===== src/rtl/muldiv_ctrl.sv =====
// rtl/muldiv_ctrl.sv - sequencer launching and tracking the multi-cycle mult/div units
module muldiv_ctrl #(
    parameter int MULT_LAT = 33,
    parameter int DIV_LAT  = 35
) (
    input  logic        clk,
    input  logic        rst,
    input  logic        op_start,
    input  logic        op_div,
    input  logic [31:0] divisor,
    input  logic        abort,
    input  logic [31:0] mult_hi_in,
    input  logic [31:0] mult_lo_in,
    input  logic [31:0] div_hi_in,
    input  logic [31:0] div_lo_in,
    input  logic        mthi_we,
    input  logic        mtlo_we,
    input  logic [31:0] mt_wdata,
    output logic        mult_init,
    output logic        div_init,
    output logic        mult_stop,
    output logic        div_stop,
    output logic        stall,
    output logic        done,
    output logic        div_zero,
    output logic        busy,
    output logic [31:0] hi,
    output logic [31:0] lo
);

    typedef enum logic [1:0] {
        S_IDLE   = 2'd0,
        S_LAUNCH = 2'd1,
        S_WAIT   = 2'd2,
        S_DONE   = 2'd3
    } state_t;

    // The counter is preloaded with LAT-1 so that WAIT lasts exactly LAT cycles.
    localparam logic [5:0] MULT_LOAD = 6'(MULT_LAT - 1);
    localparam logic [5:0] DIV_LOAD  = 6'(DIV_LAT - 1);

    state_t      state, state_nxt;
    logic [5:0]  cnt, cnt_nxt;
    logic        sel, sel_nxt;
    logic        capture;

    // State, counter and unit-select registers.
    always_ff @(posedge clk or negedge rst) begin
        if (!rst) begin
            state <= S_IDLE;
            cnt   <= '0;
            sel   <= 1'b0;
        end else begin
            state <= state_nxt;
            cnt   <= cnt_nxt;
            sel   <= sel_nxt;
        end
    end

    // Next-state logic plus the combinational pulses, stall and busy.
    always_comb begin
        state_nxt = state;
        cnt_nxt   = cnt;
        sel_nxt   = sel;
        capture   = 1'b0;
        mult_init = 1'b0;
        div_init  = 1'b0;
        mult_stop = 1'b0;
        div_stop  = 1'b0;
        stall     = 1'b0;
        done      = 1'b0;
        div_zero  = 1'b0;
        busy      = 1'b0;
        case (state)
            S_IDLE, S_DONE: begin
                done      = (state == S_DONE);
                state_nxt = S_IDLE;
                // rst gating keeps stall/div_zero quiet while reset is held.
                if (rst && !abort && op_start) begin
                    if (op_div && (divisor == '0)) begin
                        div_zero = 1'b1;
                    end else begin
                        sel_nxt   = op_div;
                        cnt_nxt   = op_div ? DIV_LOAD : MULT_LOAD;
                        state_nxt = S_LAUNCH;
                        stall     = 1'b1;
                    end
                end
            end
            S_LAUNCH: begin
                busy      = 1'b1;
                stall     = 1'b1;
                mult_init = !sel;
                div_init  = sel;
                if (abort) begin
                    mult_stop = !sel;
                    div_stop  = sel;
                    state_nxt = S_IDLE;
                end else begin
                    state_nxt = S_WAIT;
                end
            end
            S_WAIT: begin
                busy  = 1'b1;
                stall = 1'b1;
                if (abort) begin
                    mult_stop = !sel;
                    div_stop  = sel;
                    state_nxt = S_IDLE;
                end else if (cnt == '0) begin
                    capture   = 1'b1;
                    state_nxt = S_DONE;
                end else begin
                    cnt_nxt = cnt - 6'd1;
                end
            end
            default: state_nxt = S_IDLE;
        endcase
    end

    // HI/LO: unit result capture takes priority over MTHI/MTLO writes.
    always_ff @(posedge clk or negedge rst) begin
        if (!rst) begin
            hi <= '0;
            lo <= '0;
        end else if (capture) begin
            hi <= sel ? div_hi_in : mult_hi_in;
            lo <= sel ? div_lo_in : mult_lo_in;
        end else begin
            if (mthi_we) hi <= mt_wdata;
            if (mtlo_we) lo <= mt_wdata;
        end
    end

endmodule


===== config.mk =====
export PLATFORM = sky130hd
export DESIGN_NAME = muldiv_ctrl
export DESIGN_NICKNAME = d
export VERILOG_FILES = /design/src/rtl/muldiv_ctrl.sv
export SDC_FILE = /design/constraint.sdc
export NUM_CORES = 1
export LEC_CHECK = 0
export ABC_AREA = 1
export CAP_MARGIN = 0
export CORE_MARGIN = 2
export CORE_UTILIZATION = 41
export CTS_CLUSTER_DIAMETER = 200
export CTS_CLUSTER_SIZE = 12
export DETAILED_ROUTE_END_ITERATION = 10
export PLACE_DENSITY_LB_ADDON = 0.3
export SYNTH_ARGS = -nofsm -noshare
export SYNTH_HDL_FRONTEND = slang
export SYNTH_SLANG_ARGS = --single-unit

===== constraint.sdc =====
create_clock -name clk -period 4.7 [get_ports clk]
set_input_delay 0.94 -clock clk [delete_from_list [all_inputs] [get_ports clk]]
set_output_delay 0.94 -clock clk [all_outputs]
set_load 0.02 [all_outputs]

==> Word level (Yosys, flattened, before mapping) <==
Index checks and enable logic that the tools add are counted.
{ "totals": {"ff_bits": 73, "in_bits": 199} }
{ "classes": {"addsub": 1, "n_eq_ne": 8, "mux": 35, "bitwise_logic": 1, "reduce_logical": 15} }
{ "op_table": {"columns": ["op", "count"], "rows": [
  ["$mux 32", 6],
  ["$logic_not 32->1", 1],
  ["$mux 6", 4],
  ["$mux 1", 18],
  ["$pmux 6 s2", 1],
  ["$mux 2", 4],
  ["$ne 2x2->1 const B", 4],
  ["$logic_not 6->1", 1],
  ["$pmux 2 s3", 1],
  ["$reduce_bool 2->1", 3],
  ["$sub 6x1->6 const B", 1],
  ["$reduce_and 5->1", 1],
  ["$eq 2x2->1 const B", 2],
  ["$reduce_or 2->1", 2],
  ["$logic_and 1x1->1", 3],
  ["$ne 3x3->1 const B", 1],
  ["$reduce_and 3->1", 1],
  ["$eq 2x1->1 const B", 1],
  ["$logic_not 1->1", 2],
  ["$logic_not 2->1", 1],
  ["$pmux 1 s2", 1],
  ["$not 1->1", 1]
]} }

==> Depth between registers and ports, before layout <==
Gate-level depths: netlist of run 1.
{ "logic_depth": {"depth_word": 5, "depth_mapped": 9} }

==> Least setup slack after synthesis of run 1 <==
OpenSTA, ideal clock, no wires.
{ "synth_timing": {"path_kind": "input port to output port", "from": "in divisor[27]", "to": "out div_zero", "t_arrival_ns": 1.908, "path_slack_ns": 1.852, "path_stages": 7, "cell_sequence": "nor2_1 nand2_1 nor2_1 nand3_1 nor2_1 inv_1 nor3_1"} }
{ "synth_between": {"elab_chain_len": 5} }
{ "synth_lines": {"columns": ["item", "line", "rtl"], "rows": [
  ["from (decl)", "10", "input logic [31:0] divisor,"],
  ["$logic_not 32->1", "80", "if (op_div && (divisor == '0)) begin"],
  ["$logic_and 1x1->1", "80", null],
  ["$mux 1", "80", null],
  ["$mux 1", "79", "if (rst && !abort && op_start) begin"],
  ["$mux 1", "74", "case (state)"],
  ["to (decl)", "25", "output logic div_zero,"]
]} }
Every way passes these cells.

==> Worst setup path after layout of run 1 <==
{ "layout_timing": {"from": "in divisor[21]", "to": "out div_zero"} }
Same word-level chain as after synthesis.

==> results of run 1 <==
## through the flow
step           instances  setup WS, ps  utilization  hold slack (ps)
4_1_cts             1078           954        0.699              503
3_5_place_dp        1062           961        0.676              481
5_1_grt             1078           790        0.699              516
3_3_place_gp        1062           971        0.676              478
6_report            1078           977        0.699              497
2_1_floorplan        684          1850            -              464
## where the power goes
part | total [mW] | internal (mW) | switching, mW
clock network | 0.611 | 0.367 | 0.244
registers | 0.739 | 0.683 | 0.0555
logic | 0.569 | 0.299 | 0.270
total | 1.92 | 1.35 | 0.570
## critical path, cell delays in order
cell,delay [ps]
clkdlybuf4s50_1,430
nor2_1,150
nand2_1,70
nor2_1,100
nand3b_1,100
nor2_1,120
inv_1,80
nor3_1,150
clkdlybuf4s50_1,640
## synthesized netlist by cell type
cell type and n:
nor2_1 69, inv_1 108, nor3_4 1, o211ai_1 64, nor3_1 3, o21ai_0 4
nand3_1 72, buf_2 5, ha_1 5, dfrtp_1 73, buf_4 4, clkbuf_1 28
a21oi_1 1, nand3b_1 1, nand2_1 230, clkinv_1 1, o21ai_1 1, nand4_1 8
buf_1 2, xnor2_1 1, o2111ai_1 1, xor2_1 2
## worst paths after layout
kind | slack [ps] | start | to
min | 500 | hi[20]$_DFFE_PN0P_ | hi[20]$_DFFE_PN0P_
max reg2reg | 2240 | state[0]$_DFFE_PN0P_ | hi[5]$_DFFE_PN0P_
min in group asynchronous | 840 | rst | lo[23]$_DFFE_PN0P_
min reg2reg | 500 | hi[20]$_DFFE_PN0P_ | hi[20]$_DFFE_PN0P_
max in group asynchronous | 3140 | rst | sel$_DFFE_PN0P_
max | 980 | divisor[21] | div_zero
## logic make-up after synthesis
group,synth area share
AND/OR/NAND/NOR,0.343
buffers and inverters,0.126
flip-flops,0.399
AO/OA/AOI/OAI,0.113
adder cells (fa/ha/maj),0.0137
XOR/XNOR,0.00573
## metal layers
layer / GRT usage / share of wire / vias up
met2: 0.419 / 0.46 / 209
li1: - / - / 2652
met4: 0.0850 / 0.027 / 0
met5: 0 / 0 / -
met3: 0.0616 / 0.082 / 27
met1: 0.350 / 0.43 / 2319
## flip-flops by register name, indices dropped and copies added, names as in the netlist
name	count
state	2
cnt	6
hi	32
sel	1
lo	32
## final cells by class
class,count,area share
Tap cell,140,0.0230
Clock buffer,11,0.0186
Clock inverter,5,0.0135
Inverter,109,0.0538
Timing Repair Buffer,277,0.363
Multi-Input combinational cell,463,0.287
Sequential cell,73,0.241
==> impl_metrics.py, run 1 <==
metrics = {
    "detailed_routing": {
        "first_iter_violations": 336,
        "vias": 5207,
        "route.detailed.drc": 0,
        "ant_nets": 0,
        "wl_per_cell_um": 14.6,
        "viasPerCell": 4.83,
        "wl_um": 15700,
        "dr.pass1.iters": 5,
    },
    "finish": {
        "ff_latch_area_um2": 1830,
        "layout_common_cells": "clkdlybuf4s50_1, nand2_1, inv_1, nand3_1, dfrtp_1",
        "area_delta_synth_final_pct": 66.0,
        "layout_commonest_cell": "clkdlybuf4s50_1",
        "layout-drive-gt1-share": 0.0288,
        "fin_area_um2": 7610,
        "fill_cells": 910,
        "multi_input_area_um2": 2180,
        "final_nets": 1137,
        "diodes": 0,
    },
    "power": {
        "power_mw": 1.92,
        "power_density_nw_per_um2": 252,
        "power.leakage_nw": 3.58,
        "vdd_drop_max_uv": 179,
    },
    "die": {
        "fp.dieW_um": 110,
        "core_area_um2": 10900,
        "die_area_um2": 12000,
        "dieHeight_um": 110,
        "initial_core_util": 0.421,
        "io-pin-count": 271,
        "rows": 38,
    },
    "place": {
        "port_buffers": 270,
        "postPlaceCellArea_um2": 7360,
        "gp_congestion": 0.884,
        "dp_hpwl_um": 12100,
    },
    "grt": {
        "gr-usage-all-layers": 0.262,
        "grt_pass1_wl_um": 24400,
        "antenna_found_initial": 0,
        "grt_max_degree": 98,
        "grt-ovfl-total": 0,
        "grt_pass1_vias": 4936,
    },
    "run_status": {
        "status": "completed",
    },
    "critical_path": {
        "required_ps": 3760,
        "cp_max_fo": 3,
        "critPathCaptureType": "output port",
        "crit_path_start_kind": "input pin",
        "r2r.worst_path.cells": 9,
        "critPathArrivalTime_ps": 2780,
        "crit_type": "in -> out",
    },
    "sta": {
        "setup_violations": 0,
        "skew_ps": 11.4,
        "min_period_over_period": 0.792,
        "fmax_mhz": 269,
        "tightestPinTransition_ps": 939,
        "slew_headroom": 0.374,
        "min_period_ps": 3720,
        "hold_viol": 0,
        "finalSetupTns_ps": 0,
        "final_max_slew_viol_count": 0,
        "rsz0062_at_grt": "false",
    },
    "cts": {
        "ctsResizeCount": 0,
        "holdBufCountCts": 0,
        "clockBufferDepth": 2,
        "insertion_delay_ps": 340,
        "h-tree-depth": 3,
        "root_buffer": "clkbuf_8",
        "tritoncts": "done",
        "cts_sinks": 73,
        "post_cts_buffers": 0,
        "numCtsBuffers": 9,
        "cts.clk_slew.worst_paths_ps": 90,
    },
    "logic_synthesis": {
        "synth.top_cells.by_area": "dfrtp_1, nand2_1, o211ai_1",
        "synthDominantCellAreaShare": 0.399,
        "syn_nets": 888,
        "syn_area_per_cell_um2": 6.70,
        "syn_area_um2": 4580,
        "synth-seq-cells": 73,
        "yosysWarnings": 0,
        "ys_types": 22,
        "yosysTopAreaCell": "dfrtp_1",
        "synth_cells": 684,
        "synth_seq_area_share": 0.399,
    },
    "hold_path": {
        "min_path_type": "reg -> reg",
        "hold_path_depth": 2,
    },
    "run": {
        "maxCapViolCount": 0,
    },
}
Note: power is estimated with default switching activity, not from simulation.
==> run 2, diff against run 1 <==
CORE_UTILIZATION = 35   (was 41)
clock period = 3.05 ns   (was 4.7 ns; I/O delays follow)
==> run 2 against run 1 <==
Compared with the run above: via count is 0.40% higher; largest power group unchanged; die area increased by 16%; sequential power grew 50%; clock skew fell by 4.2 ps; global-route usage fell by 3.2 points; wire length rose by 1.4%; final cell count is 3.6% higher.
==> impl_metrics.py, run 2 (synthesis gave the netlist of run 1 again) <==
metrics = {
    "run_status": {
        "status": "completed",
    },
    "detailed_routing": {
        "route.detailed.drc": 0,
        "dr.pass1.iters": 5,
        "viasPerCell": 4.68,
        "ant_nets": 0,
        "first_iter_violations": 317,
        "wl_um": 16000,
        "wl_per_cell_um": 14.3,
        "vias": 5228,
    },
    "die": {
        "fp.dieW_um": 118,
        "io-pin-count": 271,
        "die_area_um2": 14000,
        "initial_core_util": 0.360,
        "rows": 41,
        "core_area_um2": 12700,
        "dieHeight_um": 118,
    },
    "sta": {
        "finalSetupTns_ps": 0,
        "rsz0062_at_grt": "false",
        "fmax_mhz": 362,
        "setup_violations": 0,
        "skew_ps": 7.13,
        "final_max_slew_viol_count": 0,
        "hold_viol": 0,
        "tightestPinTransition_ps": 1130,
        "slew_headroom": 0.249,
        "min_period_ps": 2770,
        "min_period_over_period": 0.907,
    },
    "finish": {
        "final_nets": 1144,
        "layout_commonest_cell": "clkdlybuf4s50_1",
        "layout_common_cells": "clkdlybuf4s50_1, nand2_1, inv_1, nand3_1, dfrtp_1",
        "fin_area_um2": 7720,
        "area_delta_synth_final_pct": 68.5,
        "layout-drive-gt1-share": 0.0349,
        "diodes": 0,
        "top_regs": "hi x32, lo x32, cnt x6",
        "fill_cells": 1193,
        "final_util": 0.607,
    },
    "critical_path": {
        "critPathCaptureType": "output port",
        "crit_type": "in -> out",
        "critPathArrivalTime_ps": 2160,
        "required_ps": 2440,
        "crit_path_start_kind": "input pin",
        "cp_max_fo": 2,
    },
    "cts": {
        "numCtsBuffers": 9,
        "clockBufferDepth": 2,
        "cts.clk_slew.worst_paths_ps": 60,
        "holdBufCountCts": 0,
        "h-tree-depth": 3,
        "root_buffer": "clkbuf_16",
        "cts_sinks": 73,
        "tritoncts": "done",
        "insertion_delay_ps": 330,
    },
    "grt": {
        "gr-usage-all-layers": 0.231,
        "grt-ovfl-total": 0,
        "antenna_found_initial": 0,
        "grt_pass1_wl_um": 25700,
        "grt_pass1_vias": 4980,
        "grt_max_degree": 119,
    },
    "place": {
        "port_buffers": 270,
        "dp_hpwl_um": 12600,
        "gp_congestion": 0.886,
        "postPlaceCellArea_um2": 7440,
    },
    "hold_path": {
        "min_path_type": "reg -> reg",
    },
    "power": {
        "power.leakage_nw": 3.65,
        "vdd_drop_max_uv": 194,
        "power_mw": 2.99,
        "power_density_nw_per_um2": 388,
    },
    "run": {
        "maxCapViolCount": 0,
    },
}
run 2: cell types whose count changed in the layout (fill, tap and decap cells not counted), sizes merged:
cell,previous run,this run
clkdlybuf4s50,269,267
clkbuf,11,13
clkinvlp,1,0
bufinv,3,0
dlygate4sd2,0,1
clkinv,2,4
buf,8,15
dlymetal6s2s,0,1
run 2: metrics by stage:
stage,std cells,hold slack (ps),worst slack (ps)
floorplan,684,314,862
global placement,1101,478,26.5
detailed placement,1101,481,1.29
CTS,1117,497,149
global route,1117,511,5.28
finish,1117,494,284
run 2: final timing paths:
check	slack (ps)	from	cells past startpoint	end
setup / recovery	280	divisor[13]	9	div_zero
hold / removal	490	lo[8]$_DFFE_PN0P_	2	lo[8]$_DFFE_PN0P_
setup reg to reg	680	state[0]$_DFFE_PN0P_	9	lo[0]$_DFFE_PN0P_
hold reg to reg	490	lo[8]$_DFFE_PN0P_	2	lo[8]$_DFFE_PN0P_
max in group asynchronous	1830	rst	2	sel$_DFFE_PN0P_
min in group asynchronous	500	rst	2	cnt[0]$_DFFE_PN0P_
run 2: repair_timing:
item	4_1_cts	5_1_grt
setup endpoints to repair	1	1
resized for setup	1	1
endpoints found under the hold margin	0	0
buffers inserted	0	0
gates cloned	0	0
run 2: area by class of cell:
| type | instances | area (um^2) | area share |
|---|---|---|---|
| inverters | 109 | 409 | 0.0530 |
| multi-input cells | 463 | 2180 | 0.283 |
| repair buffers | 284 | 2810 | 0.363 |
| flip-flops and latches | 73 | 1830 | 0.237 |
| well taps | 172 | 215 | 0.0279 |
| clock buffers | 13 | 260 | 0.0337 |
| clock inverters | 3 | 15.0 | 0.00194 |
run 2: routing by layer:
layer	global-route usage	routed length (um)	up-vias
met1	0.300	7030	2362
met2	0.383	7680	173
met5	0	0	-
met3	0.0487	965	20
met4	0.0714	280	0
li1	-	-	2673
run 2: critical path, cell delays in order:
cell             delay (ps)
clkdlybuf4s50_1         420
nor2_1                  150
nand2_1                  70
nor2_1                  120
nand3b_1                100
nor2_1                  130
inv_1                    70
nor3_1                  120
dlygate4sd2_1           360
run 2: where the power goes:
part / switching [mW] / internal [mW] / leakage, nW
Combinational: 0.444 / 0.463 / 2.61
Clock: 0.383 / 0.591 / 0.139
Sequential: 0.0557 / 1.06 / 0.898
